--- src/rtl/mask_scan_pkg.sv ---
// Shared types for the mask_scan bit-index serialiser.
// Optional feature macro used by the design: MASK_SCAN_COUNT_EN.
package mask_scan_pkg;

    localparam logic [0:0] ST_IDLE_C = 1'b0;
    localparam logic [0:0] ST_SCAN_C = 1'b1;

    typedef enum logic [0:0] {
        IDLE = ST_IDLE_C,
        SCAN = ST_SCAN_C
    } state_t;

    typedef enum logic [0:0] {
        SCAN_LSB_FIRST = 1'b0,
        SCAN_MSB_FIRST = 1'b1
    } dir_t;

endpackage

--- src/rtl/mask_scan_priority_enc.sv ---
// Priority encoder: picks the lowest (dir=0) or highest (dir=1) set bit of a
// vector and returns its index, a one-hot clear mask, and single/zero flags.
module priority_enc
    import mask_scan_pkg::*;
#(
    parameter  int WIDTH = 32,
    localparam int IDX_W = $clog2(WIDTH)
) (
    input  logic [WIDTH-1:0] vec,
    input  logic             dir,
    output logic [IDX_W-1:0] index,
    output logic [WIDTH-1:0] clear_mask,
    output logic             single,
    output logic             zero
);

    // Select the winning bit; the last match in loop order wins.
    always_comb begin
        index = '0;
        if (dir == SCAN_MSB_FIRST) begin
            for (int i = 0; i < WIDTH; i++) begin
                if (vec[i]) index = IDX_W'(i);
            end
        end else begin
            for (int i = WIDTH - 1; i >= 0; i--) begin
                if (vec[i]) index = IDX_W'(i);
            end
        end
    end

    // Flags and the one-hot mask that removes the selected bit.
    always_comb begin
        zero       = (vec == '0);
        single     = !zero && ((vec & (vec - WIDTH'(1))) == '0);
        clear_mask = zero ? '0 : (WIDTH'(1) << index);
    end

endmodule

--- src/rtl/mask_scan.sv ---
// mask_scan: registers in & mask on an accepted start, then emits the index of
// every set bit, one per idx_valid/idx_ready handshake, LSB- or MSB-first.
// Optional feature macro: MASK_SCAN_COUNT_EN adds count/remaining outputs.
//
// state | meaning
// IDLE  | waiting for start; start_ready=1
// SCAN  | presenting indices of pending set bits; busy=1, idx_valid=1
module mask_scan
    import mask_scan_pkg::*;
#(
    parameter  int WIDTH = 32,
    localparam int IDX_W = $clog2(WIDTH),
    localparam int CNT_W = $clog2(WIDTH + 1)
) (
    input  logic             clk,
    input  logic             rst,
    input  logic             start,
    output logic             start_ready,
    input  logic [WIDTH-1:0] in,
    input  logic [WIDTH-1:0] mask,
    input  logic             dir,
    output logic [WIDTH-1:0] filtered,
    output logic             idx_valid,
    input  logic             idx_ready,
    output logic [IDX_W-1:0] idx,
    output logic             idx_last,
`ifdef MASK_SCAN_COUNT_EN
    output logic [CNT_W-1:0] count,
    output logic [CNT_W-1:0] remaining,
`endif
    output logic             busy,
    output logic             done
);

    state_t           state;
    dir_t             dir_q;
    logic [WIDTH-1:0] pending;
    logic [WIDTH-1:0] masked;
    logic [IDX_W-1:0] enc_index;
    logic [WIDTH-1:0] enc_clear;
    logic             enc_single;
    logic             enc_zero;
    logic             accept;
    logic             transfer;

    priority_enc #(.WIDTH(WIDTH)) u_enc (
        .vec        (pending),
        .dir        (dir_q == SCAN_MSB_FIRST),
        .index      (enc_index),
        .clear_mask (enc_clear),
        .single     (enc_single),
        .zero       (enc_zero)
    );

    // Handshake qualifiers and outputs, all derived from registered state.
    always_comb begin
        masked      = in & mask;
        start_ready = (state == IDLE);
        busy        = (state == SCAN);
        idx_valid   = (state == SCAN) && !enc_zero;
        idx         = idx_valid ? enc_index : '0;
        idx_last    = idx_valid && enc_single;
        accept      = start_ready && start;
        transfer    = idx_valid && idx_ready;
    end

    // FSM, pending vector and done pulse.
    always_ff @(posedge clk) begin
        if (rst) begin
            state    <= IDLE;
            dir_q    <= SCAN_LSB_FIRST;
            pending  <= '0;
            filtered <= '0;
            done     <= 1'b0;
        end else begin
            done <= 1'b0;
            case (state)
                IDLE: begin
                    if (accept) begin
                        filtered <= masked;
                        pending  <= masked;
                        dir_q    <= dir_t'(dir);
                        if (masked != '0) state <= SCAN;
                        else              done  <= 1'b1;
                    end
                end
                SCAN: begin
                    if (transfer) begin
                        pending <= pending & ~enc_clear;
                        if (enc_single) begin
                            state <= IDLE;
                            done  <= 1'b1;
                        end
                    end
                end
                default: state <= IDLE;
            endcase
        end
    end

`ifdef MASK_SCAN_COUNT_EN
    logic [CNT_W-1:0] masked_pop;

    // Population count of the word being accepted.
    always_comb begin
        masked_pop = '0;
        for (int i = 0; i < WIDTH; i++) begin
            masked_pop = masked_pop + CNT_W'(masked[i]);
        end
    end

    // Total bit count latched at start; remaining tracks pending.
    always_ff @(posedge clk) begin
        if (rst) begin
            count     <= '0;
            remaining <= '0;
        end else if (accept) begin
            count     <= masked_pop;
            remaining <= masked_pop;
        end else if (transfer) begin
            remaining <= remaining - CNT_W'(1);
        end
    end
`endif

endmodule
--- config.mk ---
export PLATFORM = sky130hd
export DESIGN_NAME = mask_scan
export DESIGN_NICKNAME = d
export VERILOG_FILES = /design/src/rtl/mask_scan_pkg.sv /design/src/rtl/mask_scan_priority_enc.sv /design/src/rtl/mask_scan.sv
export SDC_FILE = /design/constraint.sdc
export NUM_CORES = 1
export LEC_CHECK = 0
export ABC_AREA = 1
export BUFFER_PORTS_ARGS = -buffer_cell sky130_fd_sc_hd__buf_2
export CAP_MARGIN = 20
export CORE_UTILIZATION = 45
export CTS_CLUSTER_SIZE = 10
export DETAILED_ROUTE_END_ITERATION = 7
export PLACE_DENSITY = 0.7
export RECOVER_POWER = 100
export SLEW_MARGIN = 20
export SYNTH_ARGS = -nofsm -noshare
export SYNTH_HDL_FRONTEND = slang
export SYNTH_SLANG_ARGS = --single-unit
--- constraint.sdc ---
create_clock -name clk -period 3.5 [get_ports clk]
set_input_delay 0 -clock clk [delete_from_list [all_inputs] [get_ports clk]]
set_output_delay 0 -clock clk [all_outputs]
set_load 0.01 [all_outputs]
Word level (Yosys, flattened, before mapping)

Cells that the tools add are included.

Output and inout port bits: 42
Logic and storage cells: 104
Register bits after elaboration: 67

Shifts and indexed selects: 1
Bitwise logic cells: 5
Reductions and logical operators: 11
$add $sub $neg: 1
Equality and inequality tests: 2
Multiplexer cells: 79

Operators with widths:

| operator              | number |
|---|---|
| $mux 5                | 50 |
| $and 32x32->32        | 3 |
| $mux 32               | 3 |
| $logic_not 32->1      | 2 |
| $pmux 32 s2           | 1 |
| $mux 4                | 8 |
| $not 32->32           | 1 |
| $reduce_bool 32->1    | 1 |
| $shl 1x5->32 const A  | 1 |
| $sub 32x1->32 const B | 1 |
| $mux 3                | 4 |
| $mux 1                | 9 |
| $logic_and 1x1->1     | 5 |
| $mux 2                | 2 |
| $ne 2x1->1 const B    | 2 |
| $pmux 1 s2            | 2 |
| $reduce_and 2->1      | 2 |
| $logic_not 1->1       | 1 |
| $not 1->1             | 1 |

Depth between registers and ports, before layout

Gate-level depths: netlist (run 1).

Depth in word-level cells: 39
Depth in mapped cells: 37
Mapped depth without buffers: 37

Cells and area by module

A second synthesis (run 1) with hierarchy kept.

Cells, all modules: 660
Area total of the unflattened synthesis: 4007.6 sq um

By module, submodules not included:

| module       | sequential area each (sq um) | instances | area each (sq um) | cells each |
|---|---|---|---|---|
| mask_scan    | 1341.3                       | 1         | 2710.1            | 369 |
| priority_enc | 0.0                          | 1         | 1297.5            | 291 |

Worst setup path after synthesis (run 1)

Ideal clock, no wire load.

Path type: reg-to-reg
Start point: register pending[2]
End point: register state (netlist: busy)
Arrival time: 2.337 ns
Stages on the path, launching flop included: 17
Path slack: 1.031 ns
Path buffers: 0
Period minus slack after synthesis: 2.469 ns
Cell sequence: dfxtp_1 -> nor2_2 -> inv_2 -> nor2_4 -> nand2_2 -> nor2_4 -> inv_2 -> nor2_4 -> o21ai_1 -> a2111oi_2 -> nand2_1 -> a2111oi_2 -> o2111ai_1 -> nor4_2 -> nand2_1 -> nand2_1 -> a21oi_1

Cells in the longest elaborated chain, start to end: 7
Elaborated cells on any way between the ends: 11
Those cells by class: 1 x add/sub; 3 x mux; 1 x bitwise; 6 x reduce/logical

Ends and longest elaborated chain:

| what                   | line                         | RTL |
|---|---|---|
| from (decl)            | mask_scan.sv:37              | `logic [WIDTH-1:0] pending;` |
| from (signal assigned) | mask_scan.sv:81              | `pending <= masked;` |
| from (signal assigned) | mask_scan.sv:89              | `pending <= pending & ~enc_clear;` |
| $sub 32x1->32          | mask_scan_priority_enc.sv:34 | `single = !zero && ((vec & (vec - WIDTH'(1))) == '0);` |
| $and 32x32->32         | mask_scan_priority_enc.sv:34 |  |
| $logic_not 32->1       | mask_scan_priority_enc.sv:34 |  |
| $logic_and 1x1->1      | mask_scan_priority_enc.sv:34 |  |
| $mux 1                 | mask_scan.sv:90              | `if (enc_single) begin` |
| $mux 1 (*)             | mask_scan.sv:88              | `if (transfer) begin` |
| $pmux 1 s2 (*)         | mask_scan.sv:77              | `case (state)` |
| to (signal assigned)   | mask_scan.sv:83              | `if (masked != '0) state <= SCAN;` |
| to (signal assigned)   | mask_scan.sv:91              | `state <= IDLE;` |
| to (signal assigned)   | mask_scan.sv:96              | `default: state <= IDLE;` |
| to (decl)              | mask_scan.sv:35              | `state_t state;` |

Mark *: on every way between the ends. The rest lies on a longest branch, timed or not.
A chain may end at the register's enable or synchronous reset.

Worst setup path after layout (run 1)

Start point: register pending[23]
End point: register pending[11]

Cells in the longest elaborated chain, start to end: 31
Elaborated cells on any way between the ends: 46
Those cells by class: 1 x eq/ne; 1 x shift; 37 x mux; 2 x bitwise; 5 x reduce/logical

Ends and longest elaborated chain:

| what                  | line                         | RTL |
|---|---|---|
| $mux 5 (24 in series) | mask_scan_priority_enc.sv:26 | `if (vec[i]) index = IDX_W'(i);` |
| $mux 5                | mask_scan_priority_enc.sv:20 | `if (dir == SCAN_MSB_FIRST) begin` |
| $shl 1x5->32          | mask_scan_priority_enc.sv:35 | `clear_mask = zero ? '0 : (WIDTH'(1) << index);` |
| $mux 32               | mask_scan_priority_enc.sv:35 |  |
| $not 32->32           | mask_scan.sv:89              |  |
| $and 32x32->32        | mask_scan.sv:89              |  |
| $mux 32               | mask_scan.sv:88              |  |
| $pmux 32 s2           | mask_scan.sv:77              |  |

Several ways; a longest one is shown, not always the timed one. The select of a mux whose other input is x is not followed.

==> results.py, run 1 <==
metrics = {
    "worst_setup_path": {
        "endpoint_kind": "flip-flop",
        "crit_required_ns": 3.73,
        "crit_fanout": 14,
        "worst-setup-path-type": "reg -> reg",
        "reg2reg_to": "pending[11]",
        "cp_data_arrival_time_ns": 3.38,
        "reg2reg_setup_slack_ns": 0.35,
        "startpoint_type": "flip-flop",
        "reg2reg_from": "pending[23]",
        "worstRegToRegCells": 13,
    },
    "min_path": {
        "whs_path_depth": 3,
        "hold_end": "filtered[2]",
        "hold_start": "mask[2]",
        "hp-class": "in -> reg",
    },
    "run_status": {
        "violations": "capacitance limit, slew limit",
        "status": "finished with violations",
    },
    "floorplan": {
        "die_y_microns": 99.20,
        "io_pins": 111,
        "die_w_microns": 99.20,
        "die-area_sq_um": 9841,
        "core.rowCount": 35,
        "fp.coreArea_sq_um": 9196,
        "start_util": 0.4623,
    },
    "route": {
        "drc": 0,
        "detail-route-antenna-nets": 0,
        "vias": 5307,
        "wl_per_cell_microns": 16.00,
        "detail_route.vias_per_cell": 5.628,
        "firstDrtPassIters": 7,
        "routed_wl_mm": 15.09,
        "drtIter0Drc": 617,
    },
    "layout": {
        "drive_gt1_frac": 0.1394,
        "nets": 896,
        "diodes": 0,
        "layout.cells.non_filler": 943,
        "syn_to_final_growth_pct": 32.64,
    },
    "logic_synthesis": {
        "synthMostInstantiatedCell": "nand2_1",
        "ys_types": 32,
        "synth_cells": 666,
        "ys_ff_latch": 67,
        "yosys.area.top_type": "dfxtp_1",
        "syn_avg_cell_area_sq_um": 6.384,
        "syn-cell-area_sq_um": 4252,
        "synth_common_cells": "nand2_1, inv_1, nor2_1",
        "synthArstFlopShare": 0,
        "synth-main-ff-cell": "dfxtp_1",
        "synth-edff-count": 0,
        "ys_warn_count": 0,
        "synth_fp_nets": 735,
        "synth-seq-area-share": 0.3155,
        "synth_area_leaders": "dfxtp_1, nand2_1, inv_1",
        "synth_top_cell_area_share": 0.3155,
    },
    "clocking": {
        "cts_buffers": 9,
        "cts_tree": "yes",
        "worstSkewPairLatency_ns": 0.34,
        "ctsHtreeMaxLevel": 3,
        "cts_resized": 0,
        "cts_root_buffer": "clkbuf_8",
        "clock-sinks": 67,
        "clockBufferDepth": 2,
        "clkTransAtPathRegs_ns": 0.08,
    },
    "grt": {
        "grt_pass1_vias": 4766,
        "grt_pass1_wl_mm": 23.25,
        "antenna_found_initial": 0,
        "grt_max_degree": 37,
        "overflow": 0,
        "track_usage": 0.2995,
    },
    "placed_design": {
        "dp_cells": 862,
        "portBuffers": 110,
        "routabilityCongestion": 0.9017,
        "dpl.hpwl_mm": 10.25,
    },
    "timing": {
        "max_slew_margin": -0.001617,
        "finalClockSkew_ns": 0.007406,
        "max_freq_mhz": 317.0,
        "slew_violations": 34,
        "setup_viol": 0,
        "hold_viol": 0,
        "fin_crit_ns": 3.155,
        "final.period_utilization": 0.9014,
        "worst_pin_slew_ns": 1.502,
        "fin_tns_setup_ns": 0,
        "rsz0062_at_grt": "no",
    },
    "power": {
        "vdd_drop_max_mv": 0.2069,
        "intPower_uw": 1479,
        "swShare": 0.3939,
        "p_sw_uw": 961.3,
        "clockPowerShare": 0.270,
        "p_leak_uw": 0.002491,
        "p_per_area_nw_per_um2": 432.8,
        "pwr-share-seq": 0.372,
        "power.total_uw": 2441,
        "power_frac_comb": 0.358,
    },
    "run": {
        "cap_viol_max_count": 1,
    },
}
[per-stage QoR]
| step | hold WS [ns] | util | instance area, sq um | worst slack, ns |
|---|---|---|---|---|
| after global placement | 0.2955 | 0.5303 | 4877 | 0.4686 |
| after global routing | 0.01174 | 0.6132 | 5639 | 0.08705 |
| final | 0.007972 | 0.6132 | 5639 | 0.3450 |
| after detailed placement | 0.2938 | 0.5303 | 4877 | 0.4859 |
| after floorplan | 0.1644 | - | 4252 | 1.031 |
| after CTS | 0.008027 | 0.6231 | 5731 | 0.3708 |
[logic make-up after synthesis]
group	after synthesis	share of synthesized area
flip-flops	67	0.3155
AND/OR/NAND/NOR	292	0.3067
AO/OA/AOI/OAI	196	0.2799
buffers and inverters	111	0.09800
[power groups by stage]
stage	Sequential, uW	Clock, uW	Combinational, uW
floorplan	912	0	578
global placement	919	0	823
detailed placement	920	0	828
CTS	904	661	889
global route	917	702	964
finish	908	660	873
[registers in the layout (all words and copies together), names as in the netlist]
name,count
filtered,32
done,1
busy,1
pending,32
dir_q,1
[critical path: stages, from the launching register on]
cell and delay (ns):
dfxtp_1 0.37, nor2_1 0.18, inv_1 0.10, nor2_1 0.14
inv_1 0.09, nor2_1 0.22, nand2_1 0.10, o21ai_0 0.09
clkbuf_1 0.58, inv_1 0.41, nor2_1 0.36, inv_1 0.14
o21bai_1 0.17, a21oi_1 0.08
[routing by layer]
layer	wire length, microns	share of wire	up-vias	global-route usage
li1	-	-	2587	-
met1	6678	0.44	2395	0.4072
met2	6750	0.45	280	0.4802
met3	1223	0.081	45	0.03303
met4	435	0.029	0	0.1312
met5	0	0	-	0
[timing repair]
item                       4_1_cts  5_1_grt
setup endpoints to repair        0        0
buffers inserted                 0        0
hold endpoints to repair        34        0
hold buffers                    65        0
[how the worst max path moves through the flow]
stage	cells after the start	slack, ns	endpoint	from
5_1_grt	13	0.09	pending[7]	pending[22]
2_1_floorplan	16	1.03	busy	pending[2]
4_1_cts	14	0.37	idx_last	pending[0]
6_report	13	0.35	pending[11]	pending[23]
3_5_place_dp	16	0.49	busy	pending[0]
3_3_place_gp	16	0.47	busy	pending[0]
[layout by cell type, fill, tap and decap left out, types with 2 or more instances in the layout]
cell and count:
nand4_1 33, o21ai_1 3, a2111oi_2 2, clkbuf_8 10, buf_4 3, nor2_4 4
a21oi_1 49, nand2_2 3, clkinv_2 2, o211ai_1 2, nand3_1 3, o21bai_1 17
inv_1 72, buf_2 73, nor2_2 5, clkinv_4 2, nand2_1 169, inv_2 5
a31oi_1 34, o21ai_0 50, nor3_1 2, clkbuf_1 41, a211oi_1 33, nor2_1 68
a22oi_1 2, dlygate4sd3_1 65, o2111ai_1 2, dfxtp_1 67
[final cells by class]
cell class                      count  area (sq um)
Clock buffer                       10         137.6
Clock inverter                      6         65.06
Fill cell                         863          3557
Inverter                           78         292.8
Multi-Input combinational cell    488          2466
Sequential cell                    67          1341
Tap cell                          111         138.9
Timing Repair Buffer              183          1197
Power figures use the tool's default switching activity.
==> inputs of run 2 (changes only) <==
--- a/config.mk
+++ b/config.mk
@@ -9,7 +9,7 @@
 export BUFFER_PORTS_ARGS = -buffer_cell sky130_fd_sc_hd__buf_2
 export CAP_MARGIN = 20
 export CORE_UTILIZATION = 45
-export CTS_CLUSTER_SIZE = 10
+export CTS_CLUSTER_SIZE = 30
 export DETAILED_ROUTE_END_ITERATION = 7
 export PLACE_DENSITY = 0.7
 export RECOVER_POWER = 100
==> constraint.sdc (replaced) <==
create_clock -name clk -period 3.5 [get_ports clk]
set_input_delay 0.7 -clock clk [delete_from_list [all_inputs] [get_ports clk]]
set_output_delay 0.7 -clock clk [all_outputs]
set_load 0.01 [all_outputs]
==> run 2 against run 1 <==
- the run still ends with capacitance limit, slew limit left
- global-route usage is 2.1 points lower
- clock skew is 0.0010 ns lower
- core utilization is 5.2 points lower
- die area stayed put
- fmax is 7.9% lower
- total power is 2.2% lower
- worst hold slack better by 0.48 ns
- clock power is 12% lower
- critical path type is now reg -> out
==> results.py, run 2 (synthesis gave the netlist of run 1 again) <==
metrics = {
    "worst_setup_path": {
        "startpoint_type": "flip-flop",
        "slowest_delay_ns": 0.37,
        "crit_required_ns": 2.80,
        "reg2reg_from": "pending[9]",
        "cp_data_arrival_time_ns": 2.73,
        "crit_fanout": 6,
        "endpoint_kind": "primary output",
        "reg2reg_to": "pending[13]",
        "cp_common_cell": "nor2_4",
        "worstRegToRegCells": 11,
        "slowest_stage": "dfxtp_4",
        "worst-setup-path-type": "reg -> out",
        "path_cells": "nor2_4 -> inv_2 -> nor2_4 -> nand2_2 -> nor2_4 -> inv_4 -> nor2_4 -> a21oi_1 -> a2111oi_4 -> nand2_1 -> a2111oi_2 -> o2111ai_1 -> nor4_2 -> buf_2",
        "reg2reg_setup_slack_ns": 0.34,
    },
    "timing": {
        "fin_crit_ns": 3.427,
        "worst_slack_ns": 0.07295,
        "slew_violations": 138,
        "setup_viol": 0,
        "rsz0062_at_grt": "yes",
        "hold_viol": 0,
        "holdWs_ns": 0.4925,
        "final.period_utilization": 0.9792,
        "worst_pin_slew_ns": 1.775,
        "finalClockSkew_ns": 0.006408,
        "fin_tns_setup_ns": 0,
        "max_freq_mhz": 291.8,
        "max_slew_margin": -0.1845,
    },
    "route": {
        "wl_per_cell_microns": 15.65,
        "vias": 4955,
        "detail-route-antenna-nets": 0,
        "firstDrtPassIters": 5,
        "detail_route.vias_per_cell": 5.574,
        "drtIter0Drc": 363,
        "drc": 0,
        "routed_wl_mm": 13.92,
    },
    "clocking": {
        "clkTransAtPathRegs_ns": 0.07,
        "cts_tree": "yes",
        "clockBufferDepth": 2,
        "ctsHtreeMaxLevel": 3,
        "worstSkewPairLatency_ns": 0.34,
        "cts_buffers": 9,
        "clock-sinks": 67,
        "cts_root_buffer": "clkbuf_8",
    },
    "floorplan": {
        "core.rowCount": 35,
        "die-area_sq_um": 9841,
        "die_y_microns": 99.20,
        "die_w_microns": 99.20,
        "fp.coreArea_sq_um": 9196,
        "io_pins": 111,
        "start_util": 0.4623,
    },
    "power": {
        "vdd_drop_max_mv": 0.2350,
        "p_per_area_nw_per_um2": 462.6,
        "p_leak_uw": 0.002359,
    },
    "min_path": {
        "whs_path_depth": 2,
        "hp-class": "reg -> reg",
        "hold_end": "filtered[0]",
        "hold_start": "filtered[0]",
    },
    "placed_design": {
        "dp_cells": 868,
        "dpl.hpwl_mm": 10.30,
        "portBuffers": 110,
        "pre_cts_slack_ns": 0.3166,
        "routabilityCongestion": 0.9503,
        "place_area_sq_um": 4922,
    },
    "layout": {
        "multi_input_area_sq_um": 2546,
        "final_cell_mix": "nand2_1, buf_2, inv_1",
        "largestRegisters": "filtered (32), pending (32)",
        "fin_area_sq_um": 5159,
        "drive_gt1_frac": 0.1941,
        "n_fill_cell": 926,
        "nets": 843,
        "syn_to_final_growth_pct": 21.34,
        "diodes": 0,
        "seq_area_sq_um": 1358,
        "layout_commonest_cell": "nand2_1",
        "layout.cells.non_filler": 889,
    },
    "grt": {
        "grt_pass1_wl_mm": 21.60,
        "grt_max_degree": 67,
        "overflow": 0,
        "grt_pass1_vias": 4308,
        "track_usage": 0.2781,
        "antenna_found_initial": 0,
    },
    "run_status": {
        "violations": "capacitance limit, slew limit",
        "status": "finished with violations",
    },
    "run": {
        "cap_viol_max_count": 3,
    },
}
-- run 2: cell types whose count changed in the layout (fill, tap and decap cells not counted), sizes merged --
cell	previous run	this run
buf	76	94
clkinv	5	4
bufinv	1	0
clkinvlp	1	2
clkbuf	52	46
dlygate4sd3	65	0
-- run 2: layout make-up --
| cell class | count | area share |
|---|---|---|
| clock buffers | 10 | 0.02668 |
| flip-flops and latches | 67 | 0.2632 |
| repair buffers | 130 | 0.1261 |
| multi-input cells | 488 | 0.4936 |
| well taps | 111 | 0.02692 |
| clock inverters | 5 | 0.005821 |
| inverters | 78 | 0.05773 |
-- run 2: timing repair --
item / CTS / global route
hold buffers: 0 / 0
gates cloned: 0 / 0
gates resized for setup: 17 / 14
setup buffers: 3 / 3
pin swaps: 8 / 5
endpoints found under the hold margin: 0 / 0
setup endpoints to repair: 2 / 3
-- run 2: worst max path at each step --
| stage | startpoint | to | slack (ns) | cells after the start |
|---|---|---|---|---|
| 6_report | pending[1] | idx_last | 0.07 | 14 |
| 5_1_grt | pending[30] | idx[0] | -0.21 | 34 |
| 4_1_cts | pending[1] | idx_last | -0.03 | 14 |
| 3_5_place_dp | pending[6] | idx_last | 0.32 | 12 |
| 3_3_place_gp | pending[30] | idx[0] | 0.39 | 34 |
| 2_1_floorplan | pending[2] | idx_last | 0.70 | 13 |
-- run 2: critical path, delay by kind of cell, from the launching register on --
| kind | cells | cell delay, ns |
|---|---|---|
| and+or+nand+nor | 7 | 0.88 |
| AOI/OAI and AO/OA | 4 | 0.82 |
| DFF | 1 | 0.37 |
| buffers and inverters | 3 | 0.31 |
-- run 2: stage by stage --
stage / total power [uW] / util
after floorplan: 1490 / -
after detailed placement: 1770 / 0.5352
final: 2386 / 0.5610
after CTS: 2367 / 0.5612
after global routing: 2533 / 0.5610
after global placement: 1761 / 0.5352
-- run 2: power breakdown --
part,total [uW],switching (uW),leakage [uW],internal [uW]
Sequential,906,72.9,0.000557,833
Combinational,902,600,0.00172,303
Clock,578,309,0.0000839,269
-- run 2: routing by layer --
layer | up-vias | global-route usage | wire, microns
met4 | 0 | 0.08258 | 274
met5 | - | 0 | 0
met1 | 2254 | 0.3923 | 6596
met3 | 22 | 0.05622 | 980
met2 | 197 | 0.4274 | 6064
li1 | 2482 | - | -
==> inputs of run 3 (changes only) <==
--- a/config.mk
+++ b/config.mk
@@ -12,7 +12,6 @@
 export CTS_CLUSTER_SIZE = 30
 export DETAILED_ROUTE_END_ITERATION = 7
 export PLACE_DENSITY = 0.7
-export RECOVER_POWER = 100
 export SLEW_MARGIN = 20
 export SYNTH_ARGS = -nofsm -noshare
 export SYNTH_HDL_FRONTEND = slang
==> run 3 against run 2 <==
- the flow now finishes without violations
- final area is 1.2% higher
- die area stayed put
- routed wire length is 0.63% lower
- core utilization is 0.69 points higher
- final cell count stayed put
- critical path depth stayed put
- sequential share of layout area is 0.32 points lower
- sequential cell count stayed put
- non-clock buffer count stayed put
- largest power group is now combinational cells
- fmax is 0.42% lower
==> results.py, run 3 (synthesis gave the netlist of run 1 again) <==
metrics = {
    "run_status": {
        "status": "completed",
    },
    "clocking": {
        "cts_buffers": 9,
        "worstSkewPairLatency_ns": 0.35,
        "ctsHtreeMaxLevel": 3,
        "clock-sinks": 67,
        "cts_root_buffer": "clkbuf_8",
        "clockBufferDepth": 2,
        "clkTransAtPathRegs_ns": 0.07,
        "cts_tree": "yes",
    },
    "grt": {
        "grt_max_degree": 67,
        "grt_pass1_vias": 4308,
        "grt_pass1_wl_mm": 21.60,
        "track_usage": 0.2781,
        "overflow": 0,
        "antenna_found_initial": 0,
    },
    "run": {
        "cap_viol_max_count": 0,
    },
    "timing": {
        "holdWs_ns": 0.4899,
        "slew_violations": 0,
        "max_slew_margin": 0.3396,
        "rsz0062_at_grt": "yes",
        "fin_crit_ns": 3.442,
        "finalClockSkew_ns": 0.006449,
        "fin_tns_setup_ns": 0,
        "final.period_utilization": 0.9833,
        "hold_viol": 0,
        "worst_pin_slew_ns": 0.9803,
        "setup_viol": 0,
        "worst_slack_ns": 0.05844,
        "max_freq_mhz": 290.6,
    },
    "min_path": {
        "hold_start": "filtered[13]",
        "hp-class": "reg -> reg",
    },
    "worst_setup_path": {
        "setup.worst_path.start": "pending[1]",
        "critPathBufInv": 3,
        "crit_family": "simple AND/OR/NAND/NOR gates",
        "reg2reg_from": "pending[9]",
        "slowest_delay_ns": 0.37,
        "startpoint_type": "flip-flop",
        "crit_required_ns": 2.80,
        "worst-setup-path-type": "reg -> out",
        "cp_data_arrival_time_ns": 2.74,
        "crit_fanout": 6,
        "slowest_stage": "dfxtp_4",
        "path_cells": "nor2_4 -> inv_2 -> nor2_4 -> nand2_2 -> nor2_4 -> inv_4 -> nor2_4 -> a21oi_1 -> a2111oi_4 -> nand2_1 -> a2111oi_2 -> o2111ai_1 -> nor4_2 -> buf_2",
        "endpoint_kind": "primary output",
        "cp_common_cell": "nor2_4",
    },
    "placed_design": {
        "dpl.hpwl_mm": 10.30,
        "dp_cells": 868,
        "portBuffers": 110,
        "routabilityCongestion": 0.9503,
        "pre_cts_slack_ns": 0.3166,
    },
    "power": {
        "swShare": 0.4098,
        "vdd_drop_max_mv": 0.2589,
        "power_frac_comb": 0.383,
        "p_sw_uw": 983.1,
        "p_leak_uw": 0.002499,
        "power.total_uw": 2399,
        "p_per_area_nw_per_um2": 459.4,
        "pwr-share-seq": 0.377,
        "clockPowerShare": 0.240,
        "intPower_uw": 1416,
    },
    "floorplan": {
        "die_w_microns": 99.20,
        "io_pins": 111,
        "core.rowCount": 35,
        "die_y_microns": 99.20,
        "fp.coreArea_sq_um": 9196,
        "die-area_sq_um": 9841,
        "start_util": 0.4623,
    },
    "route": {
        "detail_route.vias_per_cell": 5.565,
        "firstDrtPassIters": 6,
        "detail-route-antenna-nets": 0,
        "wl_per_cell_microns": 15.55,
        "drtIter0Drc": 373,
        "routed_wl_mm": 13.83,
        "drc": 0,
        "vias": 4947,
    },
    "layout": {
        "largestRegisters": "filtered (32), pending (32)",
        "final_cell_mix": "nand2_1, buf_2, inv_1",
        "nets": 843,
        "diodes": 0,
        "layout_commonest_cell": "nand2_1",
        "drive_gt1_frac": 0.2416,
        "layout.cells.non_filler": 889,
        "syn_to_final_growth_pct": 22.84,
        "n_fill_cell": 895,
    },
}
[run 3: changes by cell type in the layout (fill, tap and decap cells not counted), sizes merged]
cell | before | now
buf | 94 | 130
clkbuf | 46 | 10
[run 3: cell type report]
cell class	instances	area [sq um]	share of cell area
multi-input combinational	488	2560	0.4902
sequential	67	1358	0.2599
timing repair buffer	130	700.7	0.1342
inverter	78	297.8	0.05702
tap	111	138.9	0.02659
clock buffer	10	137.6	0.02635
clock inverter	5	30.03	0.005750
[run 3: worst min-delay path, cell delays in order, from the launching register on]
cell      delay, ns
dfxtp_1        0.31
nor2_1         0.09
a211oi_1       0.05
[run 3: power groups by stage]
| stage | Combinational [uW] | Clock (uW) | Sequential [uW] |
|---|---|---|---|
| after floorplan | 578 | 0 | 912 |
| after global placement | 851 | 0 | 910 |
| after detailed placement | 856 | 0 | 914 |
| after CTS | 883 | 584 | 899 |
| after global routing | 1010 | 624 | 913 |
| final | 920 | 575 | 904 |
[run 3: path summary, 6_finish.rpt]
path,slack [ns],depth (start not counted),endpoint
setup / recovery,0.06,14,idx_last
hold / removal,0.49,2,filtered[13]
hold reg to reg,0.49,2,filtered[13]
setup reg to reg,0.37,11,pending[13]
[run 3: what timing repair did]
item                       4_1_cts  5_1_grt
hold endpoints to repair         0        0
pin swaps                        8        5
buffers inserted                 3        3
gates resized for setup         17       14
setup endpoints to repair        2        3
gates cloned                     0        0
hold buffers                     0        0
[run 3: layer usage]
layer,part of all wire,routed length (microns),track usage
met2,0.44,6100,0.4274
met4,0.021,289,0.08258
met5,0,0,0
met1,0.47,6432,0.3923
met3,0.073,1006,0.05622
[run 3: metrics by stage]
stage          utilization  instance area, sq um
6_report            0.5679                  5223
5_1_grt             0.5679                  5223
4_1_cts             0.5612                  5161
3_5_place_dp        0.5352                  4922
3_3_place_gp        0.5352                  4922
2_1_floorplan            -                  4252
